`config.mk`:
```
export PLATFORM = sky130hd
export DESIGN_NAME = cpu_sequencer
export DESIGN_NICKNAME = d
export VERILOG_FILES = /design/src/rtl/cpu_sequencer.sv
export SDC_FILE = /design/constraint.sdc
export NUM_CORES = 1
export LEC_CHECK = 0
export CAP_MARGIN = 20
export CELL_PAD_IN_SITES_DETAIL_PLACEMENT = 0
export CELL_PAD_IN_SITES_GLOBAL_PLACEMENT = 1
export CORE_MARGIN = 2
export CORE_UTILIZATION = 33
export DETAILED_ROUTE_END_ITERATION = 12
export HOLD_SLACK_MARGIN = 0.15
export PLACE_DENSITY = 0.86
export REMOVE_ABC_BUFFERS = 1
export SYNTH_ARGS = -nofsm -noshare
export SYNTH_HDL_FRONTEND = slang
export SYNTH_SLANG_ARGS = --single-unit
export TNS_END_PERCENT = 50
```
`constraint.sdc`:
```
create_clock -name clk -period 2.5 [get_ports clk]
set_clock_uncertainty 0.1 [all_clocks]
set_input_delay 0.5 -clock clk [delete_from_list [all_inputs] [get_ports clk]]
set_output_delay 0.5 -clock clk [all_outputs]
set_load 0.05 [all_outputs]
```
`src/rtl/cpu_sequencer.sv`:
```
// Multi-cycle fetch/decode/execute sequencer for the 8-bit CPU: fetches the opcode
// (plus an optional immediate) over req/ack, drives decoder fields and resolves jumps.
module cpu_sequencer #(
  parameter int PC_W = 8,
  parameter int IW   = 8
) (
  input  logic            clk,
  input  logic            rst,
  input  logic            run,
  input  logic            step,
  output logic [PC_W-1:0] mem_addr,
  output logic            mem_req,
  input  logic            mem_ack,
  input  logic [IW-1:0]   mem_rdata,
  input  logic            alu_carry,
  output logic [1:0]      select,
  output logic            p_m,
  output logic            we,
  output logic            im_st,
  output logic            a,
  output logic            b,
  output logic            c,
  output logic [IW-1:0]   imm,
  output logic            carry,
  output logic            exec_en,
  output logic            halted,
  output logic            busy
);

  localparam logic [IW-1:0] HALT_OP = IW'(8'hC0);

  typedef enum logic [2:0] {
    S_IDLE,
    S_FETCH,
    S_FETCH_IMM,
    S_DECODE,
    S_EXEC,
    S_HALT
  } state_t;

  state_t          state_reg, state_next;
  logic [PC_W-1:0] pc_reg, pc_next;
  logic [IW-1:0]   ir_reg, ir_next;
  logic [IW-1:0]   imm_reg, imm_next;
  logic            carry_reg, carry_next;
  logic            mem_req_reg, mem_req_next;
  logic            fetch_done;
  logic            is_jump;
  logic            take_jump;

  // An ack only counts while our own request is up; stray acks are dropped.
  assign fetch_done = mem_req_reg & mem_ack;
  assign is_jump    = (ir_reg[7:6] == 2'b11) & ~ir_reg[4] & ir_reg[3];
  assign take_jump  = is_jump & (~ir_reg[5] | carry_reg);

  always_ff @(posedge clk) begin
    if (rst) begin
      state_reg   <= S_IDLE;
      pc_reg      <= '0;
      ir_reg      <= '0;
      imm_reg     <= '0;
      carry_reg   <= 1'b0;
      mem_req_reg <= 1'b0;
    end else begin
      state_reg   <= state_next;
      pc_reg      <= pc_next;
      ir_reg      <= ir_next;
      imm_reg     <= imm_next;
      carry_reg   <= carry_next;
      mem_req_reg <= mem_req_next;
    end
  end

  always_comb begin
    state_next = state_reg;
    pc_next    = pc_reg;
    ir_next    = ir_reg;
    imm_next   = imm_reg;
    carry_next = carry_reg;
    case (state_reg)
      S_IDLE: begin
        if (run || step) state_next = S_FETCH;
      end
      S_FETCH: begin
        if (fetch_done) begin
          ir_next    = mem_rdata;
          imm_next   = '0;
          pc_next    = pc_reg + 1'b1;
          state_next = mem_rdata[3] ? S_FETCH_IMM : S_DECODE;
        end
      end
      S_FETCH_IMM: begin
        if (fetch_done) begin
          imm_next   = mem_rdata;
          pc_next    = pc_reg + 1'b1;
          state_next = S_DECODE;
        end
      end
      S_DECODE: begin
        state_next = (ir_reg == HALT_OP) ? S_HALT : S_EXEC;
      end
      S_EXEC: begin
        // Jumps never touch carry, taken or not.
        if (take_jump) begin
          pc_next = PC_W'(imm_reg);
        end else if (!is_jump && ir_reg[4]) begin
          carry_next = alu_carry;
        end
        state_next = run ? S_FETCH : S_IDLE;
      end
      S_HALT: begin
        state_next = S_HALT;
      end
      default: begin
        state_next = S_IDLE;
      end
    endcase
    // Request is registered: it rises with entry to a fetch state and drops after the ack.
    mem_req_next = (state_next == S_FETCH) || (state_next == S_FETCH_IMM);
  end

  assign mem_addr = pc_reg;
  assign mem_req  = mem_req_reg;
  assign select   = ir_reg[7:6];
  assign p_m      = ir_reg[5];
  assign we       = ir_reg[4];
  assign im_st    = ir_reg[3];
  assign a        = ir_reg[2];
  assign b        = ir_reg[1];
  assign c        = ir_reg[0];
  assign imm      = imm_reg;
  assign carry    = carry_reg;
  assign exec_en  = (state_reg == S_EXEC);
  assign halted   = (state_reg == S_HALT);
  assign busy     = (state_reg != S_IDLE) && (state_reg != S_HALT);

endmodule
```
==> results of run 1 <==
==> worst max-delay path: cells and delay by family (launching register included) <==
kind / cells / cell delay [ns]
flops: 1 / 0.31
compound gates: 2 / 0.61
simple gates: 2 / 1.06
==> cell usage in the layout, fill, tap and decap left out, drive strengths merged, types with 5 or more instances in the layout <==
cell type,n
a21oi,11
nor2,15
dfxtp,29
nor3,6
nor4,5
a22oi,8
clkdlybuf4s50,39
clkbuf,7
buf,13
inv,8
nand2,28
==> kinds of logic after synthesis <==
group,Yosys count
AOI/OAI and AO/OA,41
xor gates and xnor gates,3
buffers and inverters,20
adders and majority gates,1
and+or+nand+nor,75
DFF,29
muxes,3
==> stage by stage <==
step	area [sq um]	TNS, ns	setup slack (ns)
finish	2040	0	0.322
global route	2040	0	0.199
floorplan	1370	-0.0130	-0.0130
global placement	1930	0	0.179
detailed placement	1930	0	0.153
CTS	2040	0	0.320
==> metal layers <==
metal	share of wire, %	wire (um)
met1	47	1840
met2	44	1730
met3	7.6	297
met5	0	0
met4	0.90	35
==> Yosys cell counts, drive strengths merged (3+ instances only) <==
master	n	area share (%)
nor4	5	2.2
clkbuf	7	1.8
buf	4	2.2
o21ai	3	1.1
nor3	6	2.1
a21oi	11	3.9
nand3	3	1.1
a22oi	8	4.2
inv	8	2.1
or4b	4	3.1
nand2	28	7.4
nor2	15	4.0
dfxtp	29	41
==> worst min path at each step <==
stage / startpoint / to / slack, ns / depth (start not counted)
2_1_floorplan: state_reg[0]$_SDFF_PP0_ / state_reg[2]$_SDFF_PP0_ / 0.45 / 2
3_3_place_gp: ir_reg[0]$_SDFFE_PP0P_ / ir_reg[0]$_SDFFE_PP0P_ / 0.36 / 2
3_5_place_dp: ir_reg[0]$_SDFFE_PP0P_ / ir_reg[0]$_SDFFE_PP0P_ / 0.36 / 2
4_1_cts: ir_reg[0]$_SDFFE_PP0P_ / ir_reg[0]$_SDFFE_PP0P_ / 0.37 / 2
5_1_grt: ir_reg[0]$_SDFFE_PP0P_ / ir_reg[0]$_SDFFE_PP0P_ / 0.39 / 2
6_report: ir_reg[0]$_SDFFE_PP0P_ / ir_reg[0]$_SDFFE_PP0P_ / 0.37 / 2
==> area by class of cell <==
class / count / area, sq um / area share [%]
multi-input cells: 123 / 751 / 36.7
repair buffers: 52 / 500 / 24.5
clock buffers: 7 / 86.3 / 4.22
inverters: 9 / 33.8 / 1.65
clock inverters: 1 / 30.0 / 1.47
well taps: 50 / 62.6 / 3.06
flip-flops and latches: 29 / 581 / 28.4
==> power by group <==
| part | leakage, nW | internal [W] | switching, W |
|---|---|---|---|
| Combinational | 0.442 | 0.0000757 | 0.000107 |
| Clock | 0.0585 | 0.000325 | 0.000172 |
| Sequential | 0.235 | 0.000475 | 0.0000122 |
| Total | 0.735 | 0.000875 | 0.000291 |
==> impl_metrics.tcl, run 1 <==
set metrics [dict create \
    status "finished, final reports clean" \
    whs_ns 0.367 \
    first_global_vias 1281 \
    antenna_found_initial 0 \
    cts_made_buffers 5 \
    rsz0062_at_grt "no" \
    drv_slew 0 \
    critPathRequiredTime_ns 2.57 \
    drive_above_1_share_pct 11.8 \
    finalSetupViolations 0 \
    pin_count 43 \
    r2r_setup_slack_ns 0.32 \
    fin_cells 271 \
    wire_per_inst_um 14.4 \
    crit_arrival_ns 2.25 \
    cts_hold_buf 0 \
    critPathLaunch "state_reg[1]$_SDFF_PP0_" \
    coreArea_sq_um 4090 \
    synthAdderAreaFrac_pct 0.880 \
    crit_end "mem_addr[4]$_SDFFE_PP0P_" \
    initial_utilization_pct 34.8 \
    hold_viol_final 0 \
    synth_enable_flop_cells 0 \
    period_needed_ns 2.18 \
    grt_usage_pct 16.3 \
    syn_inst 172 \
    gr-usage-met1_pct 22.8 \
    critPathSlowestCell "or4b_4" \
    final_core_util_pct 50.0 \
    grt-busiest-layer "met2" \
    dp_cells 263 \
    detail-route-antenna-nets 0 \
    critPathCaptureType "register" \
    reg2regPathDepth 4 \
    syn-cell-area_sq_um 1420 \
    nFillCells 392 \
    synth_cell_type_count 45 \
    cts_sinks 29 \
    drcViolationCount 0 \
    wirelength_um 3900 \
    critical_path_class "reg2reg" \
    hold_class "reg2reg" \
    grt_use_met3_pct 4.22 \
    synth_top_flop_cell "dfxtp_1" \
    fin_nets 235 \
    num_vias 1427 \
    crit_chain "or3b_1, or4b_4, a22o_1, a2111oi_2" \
    cp_slowest_stage_delay_ns 0.65 \
    via_per_inst 5.27 \
    tightest_slew_ns 0.542 \
    dp.final_hpwl_um 2920 \
    synth_xor_area_share_pct 1.85 \
    fmax_mhz 459 \
    finalPower_w 0.00117 \
    htree_levels 2 \
    routabilityCongestion 0.848 \
    r2r-end "mem_addr[4]$_SDFFE_PP0P_" \
    io_buffers 42 \
    peakVddDrop_v 0.000339 \
    detail_route.first_pass.iterations 4 \
    path_max_fanout 13 \
    ys_async_sr_fraction_pct 0 \
    dieWidth_um 69.7 \
    clkLatencyLatePin_ns 0.27 \
    power.density_nw_per_um2 570 \
    grt_overflow_total 0 \
    max-clock-path-buffers 2 \
    grt_max_degree 18 \
    synth_seq_cells 29 \
    worstReg2RegStart "state_reg[1]$_SDFF_PP0_" \
    clkTransAtPathRegs_ns 0.06 \
    drtIter0Drc 116 \
    power.leakage_nw 0.735 \
    relSlewSlack_pct 63.8 \
    synth_compound_area_share_pct 21.1 \
    yosysWarningCount 0 \
    yosysSeqAreaShare_pct 40.8 \
    dieArea_sq_um 4850 \
    rows 23 \
    antenna_cells 0 \
    grt_pass1_wl_um 6410 \
    muxShareOfSynthArea_pct 2.20 \
    areaGrowthSynthToFinish_pct 43.7 \
    dieHeight_um 69.7 \
    grt.met2_usage_pct 24.4 \
    synth_area_per_cell_sq_um 8.27 \
    cts_resized 0 \
    finalCritPeriodShare_pct 87.1 \
    clock-root-buffer "clkbuf_8" \
    cts_tree "done" \
    drv_cap 0 \
    synth_top_family_by_area "simple AND/OR/NAND/NOR gates" \
    post_cts_buffers 0 \
    cp-start-kind "register" \
    synthSimpleGateAreaFrac_pct 26.7 \
]
Power figures use the tool's default switching activity.
==> inputs of run 2 (changes only) <==
--- a/config.mk
+++ b/config.mk
@@ -9,10 +9,10 @@
 export CELL_PAD_IN_SITES_DETAIL_PLACEMENT = 0
 export CELL_PAD_IN_SITES_GLOBAL_PLACEMENT = 1
 export CORE_MARGIN = 2
-export CORE_UTILIZATION = 33
+export CORE_UTILIZATION = 36
 export DETAILED_ROUTE_END_ITERATION = 12
 export HOLD_SLACK_MARGIN = 0.15
-export PLACE_DENSITY = 0.86
+export PLACE_DENSITY = 0.92
 export REMOVE_ABC_BUFFERS = 1
 export SYNTH_ARGS = -nofsm -noshare
 export SYNTH_HDL_FRONTEND = slang
==> constraint.sdc (replaced) <==
create_clock -name clk -period 2.7 [get_ports clk]
set_clock_uncertainty 0.1 [all_clocks]
set_input_delay 0.54 -clock clk [delete_from_list [all_inputs] [get_ports clk]]
set_output_delay 0.54 -clock clk [all_outputs]
set_load 0.05 [all_outputs]
==> run 2 against run 1 <==
  * Via count grew 0.14%
  * Final cell count is 1.5% lower
  * Sequential cell count unchanged
  * Clock power fell by 30%
  * Largest cell class unchanged
  * Setup slack worse by 0.12 ns
  * Design area shrank 2.3%
  * Critical path depth fell by 2
  * Critical path type is now reg2out
  * Routed wire length is 0.46% lower
  * Clock-buffer cell count down 1
  * Sequential power down 6.4%
  * Die area fell by 7.9%
  * Combinational power down 13%
==> impl_metrics.tcl, run 2 (synthesis gave the netlist of run 1 again) <==
set metrics [dict create \
    status "finished, final reports clean" \
    critPathRequiredTime_ns 2.06 \
    first_global_vias 1358 \
    max-clock-path-buffers 2 \
    antenna_cells 0 \
    tightest_slew_ns 0.736 \
    p_comb_share_pct 16.6 \
    initial_utilization_pct 38.0 \
    post-place-ws_ns 0.284 \
    drcViolationCount 0 \
    sw_frac_of_total_pct 29.0 \
    peakVddDrop_v 0.000306 \
    power.density_nw_per_um2 484 \
    critPathSlowestCell "clkdlybuf4s50_1" \
    clkTransAtPathRegs_ns 0.06 \
    antenna_found_initial 0 \
    dp.final_hpwl_um 2840 \
    power.leakage_nw 0.708 \
    crit_chain "and3_1, clkdlybuf4s50_1" \
    rsz0062_at_grt "no" \
    clkLatencyLatePin_ns 0.29 \
    crit_buf_inv 1 \
    crit_arrival_ns 1.85 \
    post_cts_buffers 0 \
    detail_route.first_pass.iterations 4 \
    drv_cap 0 \
    finalCritPeriodShare_pct 92.4 \
    critPathCaptureType "output port" \
    relSlewSlack_pct 50.8 \
    cp_top_family "buffers and inverters" \
    finalSetupViolations 0 \
    switching_power_w 0.000281 \
    finalSetupTns_ns 0 \
    dieArea_sq_um 4470 \
    wire_per_inst_um 14.5 \
    final_core_util_pct 53.4 \
    clockPowerShare_pct 36.3 \
    wirelength_um 3880 \
    via_per_inst 5.35 \
    layout_setup_ws_ns 0.205 \
    grt_pass1_wl_um 6470 \
    detail-route-antenna-nets 0 \
    dieHeight_um 66.9 \
    hold_class "reg2reg" \
    cts_resized 0 \
    period_needed_ns 2.49 \
    drv_slew 0 \
    grt_overflow_total 0 \
    io_buffers 42 \
    fmax_mhz 401 \
    hold_viol_final 0 \
    nFillCells 393 \
    cp_slowest_stage_delay_ns 0.80 \
    final_common_cell "clkdlybuf4s50_1" \
    cts_sinks 29 \
    pin_count 43 \
    htree_levels 2 \
    seq_power_share_pct 47.2 \
    routabilityCongestion 0.760 \
    cts_tree "done" \
    critical_path_class "reg2out" \
    dieWidth_um 66.9 \
    areaGrowthSynthToFinish_pct 40.5 \
    clock-root-buffer "clkbuf_8" \
    path_max_fanout 12 \
    fin_nets 233 \
    drive_above_1_share_pct 10.0 \
    cts_hold_buf 0 \
    num_vias 1429 \
    grt_usage_pct 19.5 \
    final_cell_mix "clkdlybuf4s50_1, dfxtp_1, nand2_1" \
    coreArea_sq_um 3740 \
    cp-start-kind "register" \
    drtIter0Drc 79 \
    p_int_w 0.000686 \
    rows 22 \
    grt_max_degree 18 \
    cts_made_buffers 5 \
]
## run 2: cell count changes in the layout (fill, tap and decap cells not counted)
cell	before	now
buf_4	12	8
clkdlybuf4s50_1	39	41
clkinv_2	0	2
bufinv_16	1	0
clkbuf_8	6	5
## run 2: layer usage
layer | vias to the layer above | global-route usage, % | part of all wire (%)
met5 | - | 0 | 0
met4 | 0 | 8.42 | 2.0
met3 | 8 | 4.39 | 4.3
met2 | 37 | 29.5 | 45
met1 | 674 | 26.3 | 48
li1 | 710 | - | -
## run 2: layout make-up
| cell class | count | area, sq um | share of cell area, % |
|---|---|---|---|
| Clock buffer | 6 | 72.6 | 3.63 |
| Tap cell | 48 | 60.1 | 3.01 |
| Clock inverter | 2 | 10.0 | 0.501 |
| Multi-Input combinational cell | 123 | 751 | 37.6 |
| Inverter | 9 | 33.8 | 1.69 |
| Timing Repair Buffer | 50 | 490 | 24.5 |
| Sequential cell | 29 | 581 | 29.1 |
## run 2: power by group through the flow
stage / Clock [W] / Combinational (W) / Sequential [W]
after global routing: 0.000372 / 0.000172 / 0.000458
final: 0.000350 / 0.000160 / 0.000456
after floorplan: 0 / 0.0000609 / 0.000492
after CTS: 0.000353 / 0.000160 / 0.000456
after global placement: 0 / 0.000158 / 0.000465
after detailed placement: 0 / 0.000159 / 0.000465
## run 2: path summary, 6_finish.rpt
path | from | end | slack, ns | cells past startpoint
max | state_reg[0]$_SDFF_PP0_ | halted | 0.21 | 2
min | ir_reg[7]$_SDFFE_PP0P_ | ir_reg[7]$_SDFFE_PP0P_ | 0.37 | 2
max reg2reg | state_reg[0]$_SDFF_PP0_ | mem_addr[4]$_SDFFE_PP0P_ | 0.41 | 4
min reg2reg | ir_reg[7]$_SDFFE_PP0P_ | ir_reg[7]$_SDFFE_PP0P_ | 0.37 | 2
## run 2: worst register-to-register path, delay by kind of cell (launching register included)
kind | cells | cell delay (ns)
AND/OR/NAND/NOR | 2 | 1.06
AO/OA/AOI/OAI | 2 | 0.61
flip-flops | 1 | 0.42
## run 2: through the flow
| step | total power, W | hold slack (ns) | cell area, sq um | instances |
|---|---|---|---|---|
| finish | 0.000966 | 0.372 | 2000 | 267 |
| global route | 0.00100 | 0.411 | 2000 | 267 |
| CTS | 0.000968 | 0.375 | 2000 | 267 |
| detailed placement | 0.000624 | 0.367 | 1920 | 259 |
| global placement | 0.000623 | 0.359 | 1920 | 259 |
| floorplan | 0.000553 | 0.452 | 1370 | 161 |
